`src/rtl/ifu_fetch.sv`:
```
// ifu_fetch: instruction fetch unit.
// Takes one PC at a time from the PC register and issues one read to
// instruction memory, with at most one read outstanding. It then hands the
// {pc, inst} pair to decode over a valid/ready handshake. ifu_flush kills
// whatever fetch is in flight.
// Optional feature: define IFU_MISALIGN_TRAP_EN to trap PCs with pc[1:0] != 0.
// A trapped PC skips the memory access and presents RESET_INST with
// ifu_tx_misalign set.
module ifu_fetch #(
  parameter logic [31:0] RESET_INST = 32'h0000_0013
) (
  input  logic        clk,
  input  logic        rstn,
  input  logic        ifu_rx_valid,
  output logic        ifu_rx_ready,
  input  logic [31:0] ifu_rx_pc,
  input  logic        ifu_flush,
  output logic        ifu_mem_req_valid,
  input  logic        ifu_mem_req_ready,
  output logic [31:0] ifu_mem_req_addr,
  input  logic        ifu_mem_rsp_valid,
  input  logic [31:0] ifu_mem_rsp_data,
  output logic        ifu_tx_valid,
  input  logic        ifu_tx_ready,
  output logic [31:0] ifu_tx_pc,
  output logic [31:0] ifu_tx_inst,
  output logic        ifu_tx_misalign
);

  typedef enum logic [2:0] {
    S_IDLE,   // waiting for a PC
    S_REQ,    // presenting the read request
    S_RSP,    // request accepted, waiting for data
    S_DRAIN,  // flushed while waiting: swallow the orphan response
    S_TX      // presenting {pc, inst} to decode
  } state_e;

  state_e      state_q, state_d;
  logic [31:0] pc_q, pc_d;
  logic [31:0] inst_q, inst_d;
  logic        mis_q, mis_d;

  logic rx_fire;
  logic req_fire;
  logic tx_fire;

  assign rx_fire  = ifu_rx_valid && ifu_rx_ready;
  assign req_fire = ifu_mem_req_valid && ifu_mem_req_ready;
  assign tx_fire  = ifu_tx_valid && ifu_tx_ready;

  // State and datapath registers
  // NOTE: non-blocking assignments in clocked blocks, so every flop samples
  // the pre-edge value of every other flop, whatever order the lines are in.
  always_ff @(posedge clk or negedge rstn) begin
    if (!rstn) begin
      state_q <= S_IDLE;
      pc_q    <= 32'h0;
      inst_q  <= RESET_INST;
      mis_q   <= 1'b0;
    end else begin
      state_q <= state_d;
      pc_q    <= pc_d;
      inst_q  <= inst_d;
      mis_q   <= mis_d;
    end
  end

  // Next-state logic and register updates
  // NOTE: every target gets a default first. A path that leaves a
  // combinational target unassigned would otherwise infer a latch.
  always_comb begin
    state_d = state_q;
    pc_d    = pc_q;
    inst_d  = inst_q;
    mis_d   = mis_q;
    unique case (state_q)
      S_IDLE: begin
        if (rx_fire) begin
          pc_d    = ifu_rx_pc;
          state_d = S_REQ;
`ifdef IFU_MISALIGN_TRAP_EN
          mis_d = |ifu_rx_pc[1:0];
          if (|ifu_rx_pc[1:0]) begin
            inst_d  = RESET_INST;
            state_d = S_TX;
          end
`endif
        end
      end
      S_REQ: begin
        if (ifu_flush)     state_d = S_IDLE;
        else if (req_fire) state_d = S_RSP;
      end
      S_RSP: begin
        // Flush wins over data arriving in the same cycle. Because the
        // response has now arrived, there is nothing left to drain.
        if (ifu_mem_rsp_valid && ifu_flush) begin
          state_d = S_IDLE;
        end else if (ifu_mem_rsp_valid) begin
          inst_d  = ifu_mem_rsp_data;
          state_d = S_TX;
        end else if (ifu_flush) begin
          state_d = S_DRAIN;
        end
      end
      S_DRAIN: begin
        if (ifu_mem_rsp_valid) state_d = S_IDLE;
      end
      S_TX: begin
        // ifu_tx_valid is gated by flush, so a flush cycle can never
        // also be a handshake.
        if (ifu_flush || tx_fire) state_d = S_IDLE;
      end
      default: state_d = S_IDLE;
    endcase
  end

  // Handshake outputs. Each one is gated combinationally by flush.
  always_comb begin
    ifu_rx_ready      = (state_q == S_IDLE) && !ifu_flush;
    ifu_mem_req_valid = (state_q == S_REQ)  && !ifu_flush;
    ifu_tx_valid      = (state_q == S_TX)   && !ifu_flush;
  end

  // Data outputs come straight from registers, so no ifu_rx_* input reaches
  // them combinationally. They also stay stable under backpressure.
  assign ifu_mem_req_addr = pc_q;
  assign ifu_tx_pc        = pc_q;
  assign ifu_tx_inst      = inst_q;
  // mis_q is only ever written in the trap build. In the default build it
  // holds its reset value of 0, so this output is tied low.
  assign ifu_tx_misalign  = mis_q;

endmodule

```
`config.mk`:
```
export PLATFORM = sky130hd
export DESIGN_NAME = ifu_fetch
export DESIGN_NICKNAME = d
export VERILOG_FILES = /design/src/rtl/ifu_fetch.sv
export SDC_FILE = /design/constraint.sdc
export NUM_CORES = 1
export LEC_CHECK = 0
export ABC_AREA = 1
export BUFFER_PORTS_ARGS = -buffer_cell sky130_fd_sc_hd__buf_2
export CAP_MARGIN = 15
export CELL_PAD_IN_SITES_DETAIL_PLACEMENT = 1
export CELL_PAD_IN_SITES_GLOBAL_PLACEMENT = 1
export CORE_ASPECT_RATIO = 1.25
export CORE_MARGIN = 2
export CORE_UTILIZATION = 28
export CTS_CLUSTER_DIAMETER = 150
export CTS_CLUSTER_SIZE = 8
export DETAILED_ROUTE_END_ITERATION = 12
export GPL_TIMING_DRIVEN = 0
export PLACE_DENSITY_LB_ADDON = 0.25
export SYNTH_ARGS = -nofsm -noshare
export SYNTH_HDL_FRONTEND = slang
export SYNTH_SLANG_ARGS = --single-unit
```
`constraint.sdc`:
```
create_clock -name clk -period 1.3 [get_ports clk]
set_input_delay 0.325 -clock clk [delete_from_list [all_inputs] [get_ports clk]]
set_output_delay 0.325 -clock clk [all_outputs]
set_load 0.01 [all_outputs]
```
==> results.tsv <==
stage	metric	value	unit
timing	RSZ-0062 raised after global routing	true	
timing	Hold WS	0.115	ns
setup_path	maximum fanout along the worst path	2	
place	Port Buf Inserts	168	
logic_synthesis	Syn Nets	413	
logic_synthesis	Synth cell types	23	
grt	GRT overflow	0	
timing	maximum clock frequency	0.628	GHz
place	post-detail-place hpwl	6.59	mm
setup_path	CP cell instances	nor2_4 > nand2_4 > nor2_8 > buf_6 > buf_6	
layout	final net count	605	
logic_synthesis	Mapped Area	0.00310	mm2
layout	layout cells sized above 1	0.503	
timing	final worst setup slack	-0.293	ns
worst_hold_path	Hold/Removal Path Class	input port to asynchronous set/reset pin	
setup_path	WP data required	0.98	ns
detailed_routing	post-route ant nets	0	
clock_network	CTS tree	done	
grt	initial antenna violation count	0	
floorplan	Die W	98.2	um
place	GP Congestion	0.715	
timing	min cycle time layout	1.59	ns
timing	Worst Max-Slew Pin Slew	0.869	ns
floorplan	FP Rows	43	
setup_path	crit start category	register	
place	DP Worst Slack	-0.233	ns
clock_network	clock insertion delay at the later pin of the skew report	0.32	ns
logic_synthesis	syn_area_per_cell	9.07	um2
setup_path	launch point of the worst path	state_q[0]	
logic_synthesis	Cells after Synth	342	
grt	global-route wire length before repair	15.1	mm
timing	Tcrit/Tclk final	1.23	
setup_path	Top delay family on crit path	flip-flops	
detailed_routing	routed len/inst	14.0	um
grt	number of global-route vias before repair	3182	
grt	largest net degree at the start of global routing	68	
setup_path	R2R Path Start	state_q[0]	
floorplan	Core Area	0.0110	mm2
setup_path	Crit-path slowest cell	dfrtp_2	
setup_path	delay of the slowest critical-path stage	0.42	ns
run	max_cap viols	0	
floorplan	area of the die	0.0119	mm2
grt	Total GRT Usage	0.156	
pwr	PwrDens	2470	mW/mm2
clock_network	Root Buffer	clkbuf_16	
logic_synthesis	register area share after synthesis	0.542	
setup_path	Most Frequent Cell on Critical Path	buf_6	
clock_network	CTS Buffer Depth	2	
setup_path	Worst Setup End Kind	output port	
timing	Final Max Slew Viols	0	
layout	synthesis-to-layout area growth	58.5	%
detailed_routing	drt pass-1 iters	3	
logic_synthesis	FF+latch count, synth	67	
detailed_routing	Iter 0 DRT Violations	65	
timing	headroom to the max-slew limit	0.421	
timing	Clock Skew	0.00434	ns
setup_path	Crit path buffers/inverters	2	
setup_path	Crit Path Class	register to output port	
setup_path	critical path arrival	1.27	ns
floorplan	Starting Density	0.283	
floorplan	die height	122	um
pwr	Lkg Pwr	2.81	nW
setup_path	r2r setup slk	-0.20	ns
detailed_routing	routed vias	2963	
clock_network	Hold-fix buffers, CTS	0	
layout	diodes inserted	0	
timing	final setup fails	63	
detailed_routing	Routed WL	9.45	mm
logic_synthesis	synth warn	0	
clock_network	clock slew at reported path FFs	0.05	ns
pwr	Max VDD drop	0.749	mV
clock_network	TritonCTS Buffers	9	
floorplan	Ports	171	
outcome	status	complete, but fails checks	
detailed_routing	DR DRC count	0	
outcome	failing checks	negative setup slack	
clock_network	Sink Count	67	
detailed_routing	DR vias/cell	4.40	
timing	final hold vios	0	
clock_network	H-Tree Depth	3	
## cell usage after synthesis, drive strengths merged
master | number | area, um2
buf | 48 | 387
clkbuf | 2 | 7.51
o211ai | 1 | 7.51
or2 | 1 | 6.26
dfstp | 3 | 78.8
nor2 | 7 | 50.1
o21ai | 35 | 213
nand2 | 103 | 402
nand3 | 34 | 170
nand4 | 3 | 25.0
inv | 39 | 146
dfrtp | 64 | 1600
conb | 1 | 3.75
a21oi | 1 | 5.00
## flip-flops by register name, summed over array words and instances, names as in the netlist
| name | count |
|---|---|
| ifu_mem_req_addr | 32 |
| ifu_tx_inst | 32 |
| state_q | 3 |
## final cells by class
| class | count | area (um2) |
|---|---|---|
| clock inverters | 2 | 35.0 |
| clock buffers | 14 | 274 |
| well taps | 135 | 169 |
| multi-input cells | 186 | 922 |
| repair buffers | 200 | 1380 |
| fillers | 1320 | 6060 |
| flip-flops and latches | 67 | 1680 |
| inverters | 39 | 146 |
| plain buffers | 31 | 314 |
## layer usage
layer	wire length, um	up-vias	track usage
met3	779	8	0.0551
met4	113	0	0.0445
li1	-	1411	-
met1	3670	1426	0.179
met5	0	-	0
met2	4890	118	0.278
## kinds of logic (layout without fill, tap and decap cells)
logic type | count (synthesis) | after routing | share of synthesized area
AO/OA/AOI/OAI | 37 | 37 | 0.0726
buffers and inverters | 89 | 286 | 0.174
flip-flops | 67 | 67 | 0.542
other | 1 | 1 | 0.00121
AND/OR/NAND/NOR | 148 | 148 | 0.210
## stage by stage
step / instance area [um2] / instances / util / TNS [ns] / power [W]
floorplan: 3100 / 342 / - / 0 / 0.00644
global placement: 4110 / 645 / 0.375 / -34.08 / 0.00830
detailed placement: 4120 / 645 / 0.375 / -2.08 / 0.00847
CTS: 4820 / 674 / 0.440 / -3.23 / 0.0122
global route: 4920 / 674 / 0.448 / -11.49 / 0.0130
finish: 4920 / 674 / 0.448 / -6.10 / 0.0121
## what timing repair did
item / CTS / global route
setup endpoints to repair: 76 / 99
gates resized for setup: 59 / 19
cloned: 1 / 3
pin swaps: 3 / 5
buffers inserted: 15 / 13
## cells in the final DEF (no fill, tap or decap), types with 2 or more instances in the layout
cell type  instances
buf_2            132
buf_4             34
buf_6             56
buf_8              4
clkbuf_1           4
clkbuf_16         12
clkbuf_8           3
dfrtp_1           63
dfstp_2            3
inv_1             36
inv_2              3
nand2_1          100
nand3_1           33
nand4_1            2
nor2_2             3
nor2_4             2
o21ai_0            3
o21ai_1           22
o21ai_2           10
## power by group
group	switching, W	leakage [nW]	total, W	internal (W)
combinational	0.00262	1.82	0.00583	0.00321
sequential	0.000760	0.839	0.00382	0.00306
clock	0.000854	0.153	0.00249	0.00164
## final timing paths
kind                       cells after the start                   end
max                                            5          ifu_rx_ready
min                                            1  ifu_mem_req_addr[10]
max reg2reg                                    9   ifu_mem_req_addr[8]
min reg2reg                                    2       ifu_tx_inst[18]
max in group asynchronous                      1            state_q[0]
min in group clk                               3        ifu_tx_inst[0]
(Power assumes the default switching activity.)
